==> src/rtl/result_collector.sv <==
// result_collector
// Captures the eight 64-bit result beats of the 4x4 systolic array, narrows each
// signed element to OUT_W bits (saturating when SAT_EN is set) and serves the
// finished C matrix through a registered read port until the consumer frees it.
// `release` is a reserved word in SystemVerilog, so the consumer's release pulse
// is the port buf_release.
module result_collector #(
    parameter int BEATS  = 8,
    parameter int ACC_W  = 32,
    parameter int OUT_W  = 16,
    parameter bit SAT_EN = 1'b1
) (
    input  logic                       clk,
    input  logic                       reset,
    input  logic                       in_valid,
    input  logic [2*ACC_W-1:0]         in_data,
    output logic                       in_ready,
    input  logic                       mult_done,
    input  logic                       buf_release,
    input  logic                       rd_en,
    input  logic [$clog2(2*BEATS)-1:0] rd_addr,
    output logic signed [OUT_W-1:0]    rd_data,
    output logic                       rd_valid,
    output logic                       result_ready,
    output logic [2*BEATS-1:0]         sat_flags,
    output logic                       err_short
);

    localparam int ELEMS = 2 * BEATS;
    localparam int IW    = $clog2(ELEMS);
    localparam int CW    = $clog2(BEATS);

    // Narrowing limits, expressed at accumulator width for signed comparison.
    localparam logic signed [ACC_W-1:0] MAX_V = ACC_W'((64'sd1 <<< (OUT_W - 1)) - 64'sd1);
    localparam logic signed [ACC_W-1:0] MIN_V = ~MAX_V;

    typedef enum logic [1:0] {
        IDLE,
        COLLECT,
        WAIT_DONE,
        HOLD
    } state_t;

    state_t                  state;
    state_t                  state_nxt;
    logic [CW-1:0]           cnt;
    logic                    done_seen;
    logic [OUT_W-1:0]        elems [ELEMS];

    logic                    accept;
    logic                    last_beat;
    logic signed [ACC_W-1:0] elem_hi;
    logic signed [ACC_W-1:0] elem_lo;
    logic [OUT_W:0]          nar_hi;
    logic [OUT_W:0]          nar_lo;
    logic [IW-1:0]           idx_hi;
    logic [IW-1:0]           idx_lo;

    // Returns {saturated, narrowed value}.
    function automatic logic [OUT_W:0] narrow(input logic signed [ACC_W-1:0] v);
        logic [OUT_W:0] r;
        r = {1'b0, v[OUT_W-1:0]};
        if (SAT_EN) begin
            if (v > MAX_V)      r = {1'b1, MAX_V[OUT_W-1:0]};
            else if (v < MIN_V) r = {1'b1, MIN_V[OUT_W-1:0]};
        end
        return r;
    endfunction

    assign accept    = in_valid && in_ready;
    assign last_beat = (cnt == CW'(BEATS - 1));
    assign elem_hi   = in_data[2*ACC_W-1:ACC_W];
    assign elem_lo   = in_data[ACC_W-1:0];
    assign nar_hi    = narrow(elem_hi);
    assign nar_lo    = narrow(elem_lo);
    assign idx_hi    = {cnt, 1'b0};
    assign idx_lo    = {cnt, 1'b1};

    // State register.
    // NOTE: clocked state uses non-blocking assignments so every register samples pre-edge values.
    always_ff @(posedge clk or negedge reset) begin
        if (!reset) state <= IDLE;
        else        state <= state_nxt;
    end

    // Next-state logic; a final beat always goes through WAIT_DONE, even with mult_done.
    always_comb begin
        state_nxt = state;
        case (state)
            IDLE:      if (accept) state_nxt = COLLECT;
            COLLECT: begin
                if (accept && last_beat) state_nxt = WAIT_DONE;
                else if (mult_done)      state_nxt = HOLD;
            end
            WAIT_DONE: if (mult_done || done_seen) state_nxt = HOLD;
            HOLD:      if (buf_release) state_nxt = IDLE;
            default:   state_nxt = IDLE;
        endcase
    end

    // Moore outputs decoded from the state.
    // NOTE: defaults before the case keep this block free of inferred latches.
    always_comb begin
        in_ready     = 1'b0;
        result_ready = 1'b0;
        case (state)
            IDLE, COLLECT: in_ready     = 1'b1;
            HOLD:          result_ready = 1'b1;
            default:       ;
        endcase
    end

    // Beat capture, beat counter, saturation flags and error bookkeeping.
    // NOTE: the element file is reset so a short transfer straight after reset reads zeros.
    always_ff @(posedge clk or negedge reset) begin
        if (!reset) begin
            cnt       <= '0;
            done_seen <= 1'b0;
            err_short <= 1'b0;
            sat_flags <= '0;
            for (int i = 0; i < ELEMS; i++) elems[i] <= '0;
        end else begin
            if (accept) begin
                elems[idx_hi]     <= nar_hi[OUT_W-1:0];
                elems[idx_lo]     <= nar_lo[OUT_W-1:0];
                sat_flags[idx_hi] <= sat_flags[idx_hi] | nar_hi[OUT_W];
                sat_flags[idx_lo] <= sat_flags[idx_lo] | nar_lo[OUT_W];
                cnt               <= cnt + 1'b1;
            end
            // Remember a mult_done that arrived together with the final beat.
            if (state == COLLECT && accept && last_beat) done_seen <= mult_done;
            if (state == COLLECT && mult_done && !(accept && last_beat)) err_short <= 1'b1;
            if (state == HOLD && buf_release) begin
                cnt       <= '0;
                done_seen <= 1'b0;
                err_short <= 1'b0;
                sat_flags <= '0;
            end
        end
    end

    // Registered read port, active only while the matrix is held.
    always_ff @(posedge clk or negedge reset) begin
        if (!reset) begin
            rd_data  <= '0;
            rd_valid <= 1'b0;
        end else if (rd_en && state == HOLD) begin
            rd_data  <= elems[rd_addr];
            rd_valid <= 1'b1;
        end else begin
            rd_valid <= 1'b0;
        end
    end

endmodule

==> config.mk <==
export PLATFORM = sky130hd
export DESIGN_NAME = result_collector
export DESIGN_NICKNAME = d
export VERILOG_FILES = /design/src/rtl/result_collector.sv
export SDC_FILE = /design/constraint.sdc
export NUM_CORES = 1
export LEC_CHECK = 0
export ABC_AREA = 1
export CAP_MARGIN = 20
export CORE_MARGIN = 4
export CORE_UTILIZATION = 30
export CTS_CLUSTER_SIZE = 40
export DETAILED_ROUTE_END_ITERATION = 8
export GPL_TIMING_DRIVEN = 0
export PLACE_DENSITY_LB_ADDON = 0.25
export SLEW_MARGIN = 20
export SYNTH_ARGS = -nofsm -noshare
export SYNTH_HDL_FRONTEND = slang
export SYNTH_SLANG_ARGS = --single-unit
==> constraint.sdc <==
create_clock -name clk -period 1.87 [get_ports clk]
set_input_delay 0.187 -clock clk [delete_from_list [all_inputs] [get_ports clk]]
set_output_delay 0.187 -clock clk [all_outputs]
set_load 0.02 [all_outputs]
# [After elaboration in Yosys (flattened, before gate mapping)]
# Index checks and enable logic that the tools add are counted.
[word_totals] regBits=296 output_inout_bits=36 wordCells=110
[classes] n_addsub=1 order_cmp=13 eq_ne=8 n_mux=40 bitwise_logic=5 n_reduce_logical=20
[op_table] cell="$bwmux W256" n=2
[op_table] cell="$demux W16 S4" n=2
[op_table] cell="$mux W16" n=6
[op_table] cell="$mux W17" n=4
[op_table] cell="$bmux W16 S4" n=1
[op_table] cell="$gt A32 B16 Y1 const B" n=2
[op_table] cell="$lt A32 B16 Y1 const B" n=2
[op_table] cell="$bwmux W16" n=2
[op_table] cell="$ge A5 B5 Y1 const B" n=3
[op_table] cell="$not A4 Y5" n=3
[op_table] cell="$logic_and A1 B1 Y1" n=12
[op_table] cell="$mux W1" n=11
[op_table] cell="$lt A4 B5 Y1 const B" n=2
[op_table] cell="$lt A5 B1 Y1 const B" n=2
[op_table] cell="$mux W2" n=5
[op_table] cell="$ge A4 B1 Y1 const B" n=2
[op_table] cell="$pmux W2 S4" n=1
[op_table] cell="$bmux W1 S3" n=2
[op_table] cell="$demux W1 S3" n=2
[op_table] cell="$mux W3" n=2
[op_table] cell="$ne A2 B2 Y1 const B" n=3
[op_table] cell="$reduce_bool A2 Y1" n=3
[op_table] cell="$eq A2 B2 Y1 const B" n=2
[op_table] cell="$reduce_and A4 Y1" n=1
[op_table] cell="other kinds (9)" n=10

# [Longest topological paths before layout]
# Gate-level depths: netlist of the first run.
[depth] depth_word=9 mapped_depth=11 mapped_depth_nobuf=11

# [Worst setup path after synthesis of the first run]
# No wires, ideal clock.
[synth_path] path_type="register to register" start="reg state[1]" end="reg elems[80] (netlist bit)" setup_time_ps=117 arrival_ps=1505 slack_ps=248 stages_incl_launch_ff=11 path_buffers=1 synth_period_minus_slack_ps=1622 path_cell_list="dfrtp_1 inv_1 ha_1 inv_2 nand2_2 nand2_4 nor2_2 inv_2 clkbuf_1 nand2_1 nand2_1"
[synth_between] elab_chain_len=4 elab_cells_between_ends=5 cone_classes="eq/ne: 1; mux: 1; reduce/logical: 3"
[synth_rtl] item="start: declaration" line_no="44" source="state_t state;"
[synth_rtl] item="start signal: assignment" line_no="83" source="else state <= state_nxt;"
[synth_rtl] item="$eq A2 B1 Y1 or $logic_not A2 Y1 (tied branches)" line_no="106" source="case (state)"
[synth_rtl] item="$reduce_or A2 Y1 *" line_no="106"
[synth_rtl] item="$mux W1 *" line_no="106"
[synth_rtl] item="via in_ready" line_no="17" source="output logic in_ready,"
[synth_rtl] item="$logic_and A1 B1 Y1 *" line_no="70" source="assign accept = in_valid && in_ready;"
[synth_rtl] item="end signal: indexed assignment" line_no="124" source="elems[idx_hi] <= nar_hi[OUT_W-1:0];"
[synth_rtl] item="end signal: indexed assignment" line_no="125" source="elems[idx_lo] <= nar_lo[OUT_W-1:0];"
[synth_rtl] item="end: declaration" line_no="48" source="logic [OUT_W-1:0] elems [ELEMS];"
# Mark *: on every way through the listed nets, which the timed path passes. The rest lies on a longest branch.
# A chain may end at the register's enable or synchronous reset.

# [Final worst setup path of the first run]
[layout_path] start="reg state[0]" end="reg elems[92] (netlist bit)"
[layout_between] elab_chain_len=4 elab_cells_between_ends=5 cone_classes="eq/ne: 1; mux: 1; reduce/logical: 3"
[layout_rtl] item="$eq A2 B1 Y1 or $logic_not A2 Y1 (tied branches)" line_no="106"
[layout_rtl] item="$reduce_or A2 Y1 *" line_no="106"
[layout_rtl] item="$mux W1 *" line_no="106"
[layout_rtl] item="$logic_and A1 B1 Y1 *" line_no="70"
# Mark *: on every way between the ends. The rest lies on a longest branch, timed or not.

==> results of run 1 <==
cell usage after synthesis, drive strengths merged:
cell    instances
a21oi           2
a31oi           1
buf            89
clkbuf         21
clkinv          1
dfrtp         296
ha              6
inv            42
nand2        1318
nand3         203
nand4           2
nor2           52
nor3            4
o21ai          24
final timing paths:
check	start	end	slack (ns)	depth (start not counted)
min in group clk	rd_addr[3]	rd_data[4]$_DFFE_PN0P_	0.20	5
worst max-delay path	state[0]$_DFFE_PN0P_	elems[92]$_DFFE_PN0P_	0.06	9
worst min register to register	rd_data[5]$_DFFE_PN0P_	rd_data[5]$_DFFE_PN0P_	0.48	2
worst max register to register	state[0]$_DFFE_PN0P_	elems[92]$_DFFE_PN0P_	0.06	9
max in group asynchronous	reset	rd_data[0]$_DFFE_PN0P_	0.56	4
worst min-delay path	reset	elems[158]$_DFFE_PN0P_	0.17	2
layout make-up:
cell class	count	share of cell area [%]
sequential	296	41.07
multi-input combinational	1612	36.97
timing repair buffer	112	6.485
clock buffer	55	5.896
tap	664	4.606
buffer	110	3.815
inverter	43	0.9849
clock inverter	5	0.1734
flip-flops by register name (all words and copies together), names as in the netlist:
register and cells:
state 2, elems 256, cnt 3, err_short 1, sat_flags 16, rd_data 16, rd_valid 1, done_seen 1
per-layer routing:
metal  vias to the layer above  part of all wire, %  global-route usage, %  wire, µm
li1                       6665                    -                      -         -
met1                      6709                   43                  27.62     23550
met2                       557                   45                  32.52     24530
met3                       128                  6.8                  3.134      3689
met4                         2                  5.1                  9.546      2796
met5                         -                0.026                      0        14
timing repair:
| item | in CTS | in global routing |
|---|---|---|
| setup buffers | 0 | 1 |
| pin swaps | 0 | 2 |
| setup endpoints to repair | 208 | 263 |
| resized for setup | 19 | 53 |
| hold buffers | 1 | 0 |
| endpoints found under the hold margin | 52 | 0 |
worst max-delay path, stage by stage (launching register included):
cell     delay, ns
dfrtp_2       0.44
inv_1         0.09
ha_1          0.14
inv_1         0.08
nand2_4       0.11
nand2_8       0.10
nor2_4        0.23
buf_2         0.34
nand2_1       0.11
nand2_1       0.09
logic make-up after synthesis:
group / count (synthesis) / share of synthesized area, %
adders and majority gates: 6 / 0.5080
buffers and inverters: 153 / 5.198
AOI/OAI and AO/OA: 27 / 1.075
and+or+nand+nor: 1579 / 43.10
DFF: 296 / 50.12
report_power, final:
part	switching [W]	leakage [nW]	internal [W]	total [W]
registers	0.00179	3.78	0.00925	0.0110
logic	0.00516	5.10	0.00333	0.00849
clock network	0.00279	0.535	0.00390	0.00669
total	0.00974	9.42	0.0165	0.0262
stage by stage:
step / setup slack (ns) / hold slack (ns) / utilization [%] / setup TNS (ns) / total power (W)
5_1_grt: -0.01487 / 0.2290 / 36.93 / -0.03630 / 0.02802
2_1_floorplan: 0.2480 / -0.1086 / - / 0 / 0.01616
4_1_cts: -0.1168 / 0.1896 / 36.67 / -3.148 / 0.02618
3_5_place_dp: -0.3484 / 0.1458 / 34.32 / -38.03 / 0.01936
6_report: 0.06131 / 0.1716 / 36.93 / 0 / 0.02623
3_3_place_gp: -12.68 / 0.4611 / 34.15 / -3778.84 / 0.01911
==> results.sh, run 1 <==
export IMPL_status="finished clean"
export IMPL_cts_tree="yes"
export IMPL_layout_drive_gt1_share_pct=9.360
export IMPL_multi_input_area_um2=6669
export IMPL_placed_cells=2835
export IMPL_irDropWorstVdd_v=0.0005546
export IMPL_final_antenna_net_count=0
export IMPL_startpoint_type="flip-flop"
export IMPL_p_leak_nw=9.418
export IMPL_vias_per_cell=4.854
export IMPL_clock_fmax_mhz=552.9
export IMPL_totalWireLength_um=54580
export IMPL_hold_class="input port to asynchronous set/reset pin"
export IMPL_synth_largest_area_cell="dfrtp_1"
export IMPL_rsz0062_at_grt="yes"
export IMPL_wl_per_cell_um=18.84
export IMPL_clkLatencyLatePin_ns=0.54
export IMPL_pin_count=110
export IMPL_track_usage_pct=20.49
export IMPL_grt_max_degree=96
export IMPL_coreArea_um2=48850
export IMPL_dieArea_um2=52870
export IMPL_final_common_cell="nand2_1"
export IMPL_synthesis_area_um2=14780
export IMPL_clock_sinks=296
export IMPL_grt_overflow=0
export IMPL_drt_iter0_markers=1343
export IMPL_finalHoldViolCount=0
export IMPL_antenna_found_initial=1
export IMPL_fill_cells=5219
export IMPL_post_route_period_util_pct=96.72
export IMPL_cts_buffers=36
export IMPL_grt_pass1_vias=13640
export IMPL_finalNonFillerCells=2897
export IMPL_yosys_warnings=0
export IMPL_nNetsFinal=2291
export IMPL_grt_pass1_wl_um=82910
export IMPL_post_synth_cell_area_avg_um2=7.170
export IMPL_yosysTopAreaCellShare_pct=50.12
export IMPL_ys_ff_latch=296
export IMPL_globalplace_congestion=0.8949
export IMPL_h_tree_depth=2
export IMPL_cp_arrival_ns=2.28
export IMPL_fin_crit_ns=1.809
export IMPL_synth_nets=2141
export IMPL_die_y_um=229.9
export IMPL_fp_dieW_um=229.9
export IMPL_critPathRequiredTime_ns=2.34
export IMPL_design_area_um2=18040
export IMPL_cap_violations=0
export IMPL_critPathKind="flip-flop to flip-flop"
export IMPL_regArea_um2=7408
export IMPL_slew_headroom_pct=50.68
export IMPL_cp_end_kind="flip-flop"
export IMPL_drt_pass1_iter_count=6
export IMPL_finClkSkew_ns=0.01798
export IMPL_clk_pin_slew_ns=0.06
export IMPL_row_count=81
export IMPL_io_buffers=107
export IMPL_ys_seq_area_share_pct=50.12
export IMPL_clk_path_buf_depth=3
export IMPL_placedInstanceArea_um2=16770
export IMPL_yosys_top_cells_area="dfrtp_1 (50%), nand2_1 (33%), nand3_1 (6.8%)"
export IMPL_dp_hpwl_um=39740
export IMPL_powerDensity_nw_per_um2=1454
export IMPL_netlist_instances=2061
export IMPL_root_buffer="clkbuf_16"
export IMPL_diodes=0
export IMPL_final_cell_mix="nand2_1 (1287), dfrtp_1 (295), nand3_1 (201), clkdlybuf4s50_1 (104), buf_2 (50)"
export IMPL_final_max_slew_viol_count=0
export IMPL_ys_types=24
export IMPL_cp_max_fo=10
export IMPL_via_count=14060
export IMPL_drc=0
export IMPL_area_delta_synth_final_pct=22.06
export IMPL_finalSetupViolations=0
export IMPL_worst_pin_slew_ns=0.7399
export IMPL_start_util_pct=30.25
(Power assumes the default switching activity.)
==> run 2, diff against run 1 <==
CORE_MARGIN = 10   (was 4)
clock period = 1.6 ns   (was 1.87 ns; I/O delays follow)
==> results.sh, run 2 (same netlist as run 1, synthesis figures left out) <==
export IMPL_h_tree_depth=2
export IMPL_worst_pin_slew_ns=0.7592
export IMPL_pin_count=110
export IMPL_finalSetupViolations=295
export IMPL_top_regs="elems: 256 flops, rd_data: 16 flops, sat_flags: 16 flops"
export IMPL_diodes=0
export IMPL_startpoint_type="flip-flop"
export IMPL_grt_overflow=0
export IMPL_regArea_um2=7410
export IMPL_powerDensity_nw_per_um2=1659
export IMPL_final_cell_mix="nand2_1 (1080), dfrtp_1 (294), nand3_1 (196), nand2_2 (179), clkdlybuf4s50_1 (76)"
export IMPL_largest_reg_flops=256
export IMPL_fin_crit_ns=1.773
export IMPL_coreArea_um2=48850
export IMPL_pre_cts_ws_ns=-0.8091
export IMPL_timing_final_ws_setup_ns=-0.1733
export IMPL_post_route_period_util_pct=110.8
export IMPL_row_count=81
export IMPL_cp_max_fo=10
export IMPL_finalHoldViolCount=0
export IMPL_final_antenna_net_count=0
export IMPL_slew_headroom_pct=49.39
export IMPL_clkLatencyLatePin_ns=0.56
export IMPL_clk_pin_slew_ns=0.06
export IMPL_start_util_pct=30.25
export IMPL_p_leak_nw=10.41
export IMPL_critPathKind="flip-flop to flip-flop"
export IMPL_multi_input_area_um2=7565
export IMPL_grt_pass1_vias=14260
export IMPL_cap_violations=0
export IMPL_cts_buffers=37
export IMPL_wl_per_cell_um=20.35
export IMPL_status="finished with violations"
export IMPL_drc=0
export IMPL_fp_dieW_um=241.9
export IMPL_finClkSkew_ns=0.02312
export IMPL_root_buffer="clkbuf_16"
export IMPL_drt_iter0_markers=1595
export IMPL_via_count=14680
export IMPL_antenna_found_initial=1
export IMPL_area_delta_synth_final_pct=39.18
export IMPL_cp_arrival_ns=2.20
export IMPL_final_common_cell="nand2_1"
export IMPL_io_buffers=107
export IMPL_nNetsFinal=2354
export IMPL_cp_end_kind="flip-flop"
export IMPL_top_register="elems"
export IMPL_die_y_um=241.9
export IMPL_globalplace_congestion=0.8976
export IMPL_fill_cells=4957
export IMPL_layout_drive_gt1_share_pct=22.50
export IMPL_fin_tns_setup_ns=-27.42
export IMPL_hold_class="input port to flip-flop"
export IMPL_irDropWorstVdd_v=0.0007607
export IMPL_clk_path_buf_depth=3
export IMPL_rsz0062_at_grt="yes"
export IMPL_dp_hpwl_um=40260
export IMPL_final_max_slew_viol_count=0
export IMPL_critPathRequiredTime_ns=2.03
export IMPL_cts_tree="yes"
export IMPL_drt_pass1_iter_count=5
export IMPL_dieArea_um2=58540
export IMPL_grt_max_degree=86
export IMPL_violations="negative setup slack"
export IMPL_totalWireLength_um=60360
export IMPL_track_usage_pct=19.85
export IMPL_grt_pass1_wl_um=89490
export IMPL_clock_fmax_mhz=563.9
export IMPL_clock_sinks=296
export IMPL_vias_per_cell=4.951
## run 2: changes by cell type in the layout (fill, tap and decap cells not counted), moves of 16 or more
cell / change
buf_12: +21
nand2_1: -207
buf_2: -20
buf_4: +21
dlygate4sd2_1: +27
nand2_2: +164
nand2_4: +37
buf_8: +16
clkdlybuf4s50_1: -28
## run 2: per-layer routing
metal / track usage (%) / vias up / share of wire (%)
li1: - / 6826 / -
met1: 26.45 / 7131 / 43
met2: 30.58 / 581 / 44
met3: 3.770 / 144 / 7.3
met4: 9.395 / 2 / 5.1
met5: 0 / - / 0.022
## run 2: report_power, final
group | switching [W] | leakage, nW | internal [W]
registers | 0.00244 | 3.78 | 0.0108
logic | 0.00702 | 6.03 | 0.00535
clock network | 0.00345 | 0.604 | 0.00504
total | 0.0129 | 10.4 | 0.0212
## run 2: what timing repair did
item	4_1_cts	5_1_grt
pin swaps	83	61
hold buffers	1	0
endpoints found under the setup margin	325	352
cloned	18	7
endpoints found under the hold margin	83	0
resized for setup	351	207
buffers inserted	37	3
## run 2: stage by stage
stage	instances	area [µm²]	hold slack (ns)	power, W	utilization [%]
final	2966	20570	0.1576	0.03412	42.10
after global routing	2966	20570	0.1823	0.03622	42.10
after CTS	2958	19740	0.1243	0.03272	40.41
after detailed placement	2835	16770	0.2358	0.02259	34.34
after global placement	2832	16690	0.4611	0.02233	34.16
after floorplan	2061	14790	-0.1356	0.01889	-
## run 2: final cells by class
class                      instances  area share (%)
inverter                          43           1.259
multi-input combinational       1612           36.78
tap                              664           4.039
timing repair buffer             174           10.48
buffer                           110           5.481
clock buffer                      55           5.475
clock inverter                    12          0.4563
sequential                       296           36.03
## run 2: final timing paths
kind | depth (start not counted) | endpoint | from | slack (ns)
setup / recovery | 12 | elems[177]$_DFFE_PN0P_ | state[0]$_DFFE_PN0P_ | -0.17
hold / removal | 5 | rd_data[4]$_DFFE_PN0P_ | rd_addr[3] | 0.16
setup reg to reg | 12 | elems[177]$_DFFE_PN0P_ | state[0]$_DFFE_PN0P_ | -0.17
hold reg to reg | 2 | rd_data[7]$_DFFE_PN0P_ | rd_data[7]$_DFFE_PN0P_ | 0.47
max in group asynchronous | 4 | elems[251]$_DFFE_PN0P_ | reset | 0.22
min in group asynchronous | 2 | sat_flags[12]$_DFFE_PN0P_ | reset | 0.23
## run 2: worst max-delay path, cell delays in order (launching register included)
cell,delay [ns]
dfrtp_2,0.44
buf_6,0.13
ha_4,0.16
inv_4,0.06
nand2_4,0.07
nand2_8,0.14
inv_12,0.07
buf_12,0.13
nand2_8,0.09
inv_8,0.06
buf_12,0.14
nand2_1,0.08
nand2_1,0.07
